`src/rtl/grostl_pkg.sv`:
```
// grostl_pkg: shared state encoding, counter types and Groestl-256 sizing constants
// for the column sequencer.
package grostl_pkg;
    typedef enum logic [1:0] {IDLE, RUN, RWAIT, DONE} grostl_seq_state_t;
    typedef logic [3:0] grostl_rnd_t;
    typedef logic [2:0] grostl_col_t;
    localparam int GROSTL256_ROUNDS = 10;
    localparam int GROSTL_COLS = 8;
endpackage

```
`src/rtl/grostl_seq_counter.sv`:
```
// grostl_seq_counter: nested col/pq/rnd counter for the column sequencer.
// GROSTL_PQ_INTERLEAVE_EN selects P/Q interleaved issue order (default: all P, then all Q).
module grostl_seq_counter
    import grostl_pkg::*;
#(
    parameter int NUM_ROUNDS = GROSTL256_ROUNDS,
    parameter int NUM_COLS = GROSTL_COLS
) (
    input  logic       clk,
    input  logic       rst,
    input  logic       clr,
    input  logic       step,
    input  logic       rnd_inc,
    output logic       pq,
    output logic [3:0] rnd,
    output logic [2:0] col,
    output logic       last_col,
    output logic       rnd_last
);
    localparam grostl_col_t COL_MAX = grostl_col_t'(NUM_COLS - 1);
    localparam grostl_rnd_t RND_MAX = grostl_rnd_t'(NUM_ROUNDS - 1);

    logic        pq_n;
    grostl_col_t col_n;
    grostl_col_t col_inc;

    // Explicit wrap keeps the column counter from ever carrying out of 3 bits.
    assign col_inc = (col == COL_MAX) ? '0 : col + 3'd1;

`ifdef GROSTL_PQ_INTERLEAVE_EN
    always_comb begin
        pq_n  = ~pq;
        col_n = pq ? col_inc : col;
    end
`else
    always_comb begin
        pq_n  = pq | (col == COL_MAX);
        col_n = col_inc;
    end
`endif

    // step is never asserted on the final column of a round, so the round
    // boundary is handled only by rnd_inc / clr.
    always_ff @(posedge clk or posedge rst) begin
        if (rst) begin
            pq       <= 1'b0;
            rnd      <= '0;
            col      <= '0;
            last_col <= 1'b0;
        end else if (clr) begin
            pq       <= 1'b0;
            rnd      <= '0;
            col      <= '0;
            last_col <= 1'b0;
        end else if (rnd_inc) begin
            pq       <= 1'b0;
            rnd      <= rnd + 4'd1;
            col      <= '0;
            last_col <= 1'b0;
        end else if (step) begin
            pq       <= pq_n;
            col      <= col_n;
            last_col <= pq_n & (col_n == COL_MAX);
        end
    end

    assign rnd_last = (rnd == RND_MAX);
endmodule

```
`src/rtl/grostl_col_sequencer.sv`:
```
// grostl_col_sequencer: issues every column of every P and Q round, stalling at each
// round boundary for writeback. GROSTL_PQ_INTERLEAVE_EN selects interleaved P/Q order.
module grostl_col_sequencer
    import grostl_pkg::*;
#(
    parameter int NUM_ROUNDS = GROSTL256_ROUNDS,
    parameter int NUM_COLS = GROSTL_COLS
) (
    input  logic       clk,
    input  logic       rst,
    input  logic       start,
    input  logic       col_rdy,
    input  logic       rnd_ack,
    output logic       col_vld,
    output logic       pq,
    output logic [3:0] rnd,
    output logic [2:0] col,
    output logic       last_col,
    output logic       busy,
    output logic       done
);
    grostl_seq_state_t state;
    logic accept;
    logic clr;
    logic step;
    logic rnd_inc;
    logic rnd_last;

    assign accept  = (state == RUN) & col_rdy;
    assign clr     = ((state == IDLE) & start) | (accept & last_col & rnd_last);
    assign step    = accept & ~last_col;
    assign rnd_inc = (state == RWAIT) & rnd_ack;

    grostl_seq_counter #(
        .NUM_ROUNDS(NUM_ROUNDS),
        .NUM_COLS  (NUM_COLS)
    ) u_cnt (
        .clk     (clk),
        .rst     (rst),
        .clr     (clr),
        .step    (step),
        .rnd_inc (rnd_inc),
        .pq      (pq),
        .rnd     (rnd),
        .col     (col),
        .last_col(last_col),
        .rnd_last(rnd_last)
    );

    always_ff @(posedge clk or posedge rst) begin
        if (rst) begin
            state   <= IDLE;
            col_vld <= 1'b0;
            busy    <= 1'b0;
            done    <= 1'b0;
        end else begin
            case (state)
                IDLE: if (start) begin
                    state   <= RUN;
                    col_vld <= 1'b1;
                    busy    <= 1'b1;
                end
                RUN: if (col_rdy & last_col) begin
                    state   <= rnd_last ? DONE : RWAIT;
                    col_vld <= 1'b0;
                    done    <= rnd_last;
                end
                RWAIT: if (rnd_ack) begin
                    state   <= RUN;
                    col_vld <= 1'b1;
                end
                DONE: begin
                    state <= IDLE;
                    busy  <= 1'b0;
                    done  <= 1'b0;
                end
                default: state <= IDLE;
            endcase
        end
    end
endmodule
```
`config.mk`:
```
export PLATFORM = sky130hd
export DESIGN_NAME = grostl_col_sequencer
export DESIGN_NICKNAME = d
export VERILOG_FILES = /design/src/rtl/grostl_pkg.sv /design/src/rtl/grostl_seq_counter.sv /design/src/rtl/grostl_col_sequencer.sv
export SDC_FILE = /design/constraint.sdc
export NUM_CORES = 1
export LEC_CHECK = 0
export CAP_MARGIN = 5
export CORE_UTILIZATION = 48
export CTS_BUF_LIST = sky130_fd_sc_hd__clkbuf_16
export DETAILED_ROUTE_END_ITERATION = 8
export PLACE_DENSITY = 0.8
export SLEW_MARGIN = 10
export SYNTH_ARGS = -nofsm -noshare
export SYNTH_HDL_FRONTEND = slang
export SYNTH_HIERARCHICAL = 1
export SYNTH_SLANG_ARGS = --single-unit
```
`constraint.sdc`:
```
create_clock -name clk -period 2 [get_ports clk]
set_input_delay 0.4 -clock clk [delete_from_list [all_inputs] [get_ports clk]]
set_output_delay 0.4 -clock clk [all_outputs]
set_load 0.05 [all_outputs]
```
==> flow_results.org <==
** Clock tree
- Num Clock Sinks :: 14
- CTS tree :: done
- Buffers inserted by post-CTS timing repair :: 0
- Number of buffers inserted for hold repair after clock tree synthesis :: 0
- For the worst-skew pair, the clock arrives at the later sink with an insertion delay of between 0.2 and 0.25 ns.
- Total CTS buffers :: 3
- Largest buffer count on any clock path :: 2
- Worst-path clk slew :: roughly 0.040 ns
- Post-CTS resize count :: 0
- Clock tree synthesis selected as its root buffer the cell clkbuf_16.
- Total number of H-tree levels :: 1

** Floorplanning
- Ports :: 17
- The initial utilization of the core area, before any placement, comes to 0.517.
- Core Region :: between 0.0015 and 0.002 sq mm
- Die height :: between 40 and 50 um
- Die width :: 42.3 um
- Placement Rows :: 14
- The die covers 0.00179 sq mm.

** GRT
- For this run, the total global-route usage over all layers was measured as 0.187.
- Entering global routing, the biggest net connects 12 pins.
- The initial antenna violation count came to 0.
- Global-route wire length before repair :: 2480 um
- Summed over all layers, the global routing overflow is 0.
- The via count of the first global-routing pass came to 571.

** Synth
- Dividing the synthesized area by the synthesized cell count gives about 11 sq um.
- Library cell with the highest instance count after synthesis :: dfrtp_1
- Largest area contributor in the synthesized netlist :: dfrtp_1
- The share of synthesized area in the top cell type comes to 0.450.
- Ys Warns :: 6
- By area, the combinational part of the netlist is dominated by simple AND/OR/NAND/NOR gates.
- The portion of synthesized area spent on multiplexers is 0.0402.
- For this run, the register share of the synthesized area comes to 0.450.
- The synthesized design contains 0 enable-type register cells.
- Compound-gate portion of the synthesized area :: 0.124
- Cell area after synthesis :: between 700 and 800 sq um
- For this run, asynchronously set or reset flops after synthesis account for 1.00.
- The synthesized netlist contains 31 unique library cells.
- Of the total synthesized cell area, the portion taken by full adders, half adders and majority gates is 0.0804.
- In the synthesized netlist, the cells that appear most often are dfrtp_1 (14), nand2b_1 (7), nor2_1 (6).
- Counting every net in the synthesized netlist gives 84.
- Counting every instance in the synthesized netlist gives 74.
- Seq cells post-synth :: 14
- Simple-gate share of the synthesized area :: 0.243
- Ys flop type :: dfrtp_1
- Of the total synthesized cell area, the portion taken by XOR and XNOR cells is 0.0113.
- Synth area leaders :: dfrtp_1 (45%), ha_1 (8.0%), nand2b_1 (5.6%), a21oi_1 (3.2%), nor2_1 (2.9%)

** Place
- The placed instances occupy a cell area of 952 sq um.
- In this run the tool buffered the top-level ports with 16 buffer cells.
- Before CTS, the worst setup slack after placement is approximately 0.16 ns.
- Placed cell count :: ~110
- After legalization and detailed placement, the total HPWL measured ~1100 um.
- At the end of routability-driven placement, the weighted congestion stood at about 0.82.

** Timing
- Final Hold Fails :: 0
- Derived from the worst setup path, the maximum achievable clock frequency is 526 MHz.
- At the pin with the least slew margin, the transition time is between 0.5 and 0.6 ns.
- After routing, the total negative slack on setup checks comes to 0 ns.
- In the finished design, the share of the clock period the worst path needs comes to 0.951.
- The count of pins over their slew limit is 0.
- Headroom to the max-slew limit came out at 0.654.
- Setup repair after global routing left no endpoint under its margin.
- The worst path meets setup with about 0.098 ns of slack.
- Time the final worst path needs with I/O delays and setup :: roughly 1.9 ns
- Final setup fails :: 0
- Final clock skew :: 0.00181 ns

** Drt
- In the routed design, unresolved DRC markers number 0.
- Initial drt markers :: 9
- Dividing the detail-routed wire length by the instance count gives between 10 and 15 um.
- Via count :: 599
- The detail route stage leaves a number of antenna-violating nets equal to 0.
- Drt pass-1 iters :: 4
- After detailed routing, the total wire length is about 1500 um.
- Vias per inst :: approximately 5.5

** Power and ir drop
- Switch Pwr :: 0.558 mW
- Internal power consumption :: between 0.8 and 0.9 mW
- In this run the power density over the cells is 1370 mW/mm^2.
- Peak supply drop :: 825 uV
- Of the total power, the share spent switching nets is 0.394.
- For this design the static power due to leakage is about 0.46 nW.
- Share of power burned in registers :: 0.308
- Clock power share :: 0.260
- Portion of total power attributed to combinational logic :: 0.432

** Run
- Max-cap violations in this run came to 0.

** Worst setup path
- In this run the number of cells on the critical path is 1.
- Bufs and invs on worst path :: 1
- Tracing the worst setup path back leads to its startpoint at u_cnt/rnd[0].
- The critical path ends at rnd[0].
- The critical path in this run is classified as reg -> out.
- Slowest cell on the critical path :: clkdlybuf4s50_1
- Gate family responsible for the most delay along the worst path :: buffers and inverters
- Largest incremental delay on the critical path :: between 0.8 and 0.9 ns
- Data arrives at the worst endpoint at 1.50 ns.
- Critical Path End Type :: output port
- The endpoint identified for the worst register-to-register timing path is u_cnt/rnd[3].
- Maximum fanout encountered on the critical timing path :: 5
- Startpoint of the most critical register-to-register path :: u_cnt/rnd[1]
- STA classifies the critical path startpoint as a register.
- For flop-to-flop paths, the worst setup slack is roughly 0.27 ns.
- The signal on the critical path passes through clkdlybuf4s50_1.
- For the worst setup path, the data required time is between 1.5 and 2 ns.
- Depth of the worst register-to-register path :: 7

** Cells and area
- Summing all flip-flop and latch instances after layout gives about 350 sq um.
- Summed area of non-filler cells in the final layout :: ~0.0010 sq mm
- Cell Count, Final, Fillers Out :: between 100 and 150
- Multi-input gate area in the final layout :: around 390 sq um
- Fill cell instance count of the final layout :: 122
- N_diodes :: 0
- At the end of the flow the core is filled with cells to 0.684.
- Layout Area Growth over Synthesis :: 32.5%
- Of the cells placed in the final design, the portion with a size suffix greater than 1 is 0.0860.
- At the end of the flow, the number of nets in the layout was about 100.

** Min path
- The tightest min-delay check is of the in -> async type.

** Status
- The flow ran to the end, and the final reports show no timing, DRC or antenna violations.
[worst min-delay path by stage]
stage | startpoint | endpoint | slack, ns
after global placement | busy | busy | 0.48
after floorplan | rst | busy | 0.18
after global routing | rst | done | 0.42
after detailed placement | busy | busy | 0.47
after CTS | rst | busy | 0.40
final | rst | busy | 0.39
[placed cells by master (no fill, tap or decap), types with 2 or more instances in the layout]
cell             synthesis  routed
nand2b_1                 7       7
nor2_1                   6       6
inv_1                    5       5
clkdlybuf4s50_1          0      16
or2_1                    2       2
clkbuf_16                0       3
nor2b_1                  2       2
nand4_1                  2       2
ha_1                     5       5
and3b_1                  2       2
dfrtp_1                 14      14
mux2i_1                  2       2
a21oi_1                  5       5
buf_4                    0       2
nand2_1                  2       2
[final cells by class]
cell class	count	share of cell area
clock buffers	3	0.0728
clock inverters	1	0.00364
multi-input cells	52	0.376
repair buffers	18	0.170
inverters	5	0.0182
flip-flops and latches	14	0.340
well taps	16	0.0194
[per-stage QoR]
step | hold WS, ns | total power [mW]
finish | 0.394 | 1.42
CTS | 0.398 | 1.44
global route | 0.415 | 1.50
floorplan | 0.179 | 0.861
detailed placement | 0.473 | 1.05
global placement | 0.477 | 1.04
[sequential cells by signal (all words and copies together), names as in the netlist]
name            count
busy                1
u_cnt/last_col      1
state               2
u_cnt/pq            1
u_cnt/col           3
done                1
col_vld             1
u_cnt/rnd           4
[cell families after synthesis]
group,after synthesis
and+or+nand+nor,30
muxes,3
DFF,14
adders and majority gates,5
buffers and inverters,8
AOI/OAI and AO/OA,13
xor gates and xnor gates,1
[power groups by stage]
stage | logic, mW | clock network (mW) | registers, mW
2_1_floorplan | 0.221 | 0 | 0.640
3_3_place_gp | 0.605 | 0 | 0.435
3_5_place_dp | 0.613 | 0 | 0.441
4_1_cts | 0.617 | 0.382 | 0.437
5_1_grt | 0.650 | 0.399 | 0.450
6_report | 0.612 | 0.368 | 0.436
[metal layers]
| layer | routed length (um) | vias to the layer above | global-route usage |
|---|---|---|---|
| met2 | 736 | 14 | 0.317 |
| met3 | 69 | 2 | 0.0431 |
| met4 | 6 | 0 | 0.0750 |
| met1 | 658 | 287 | 0.229 |
| li1 | - | 296 | - |
| met5 | 0 | - | 0 |
Power figures use the tool's default switching activity.
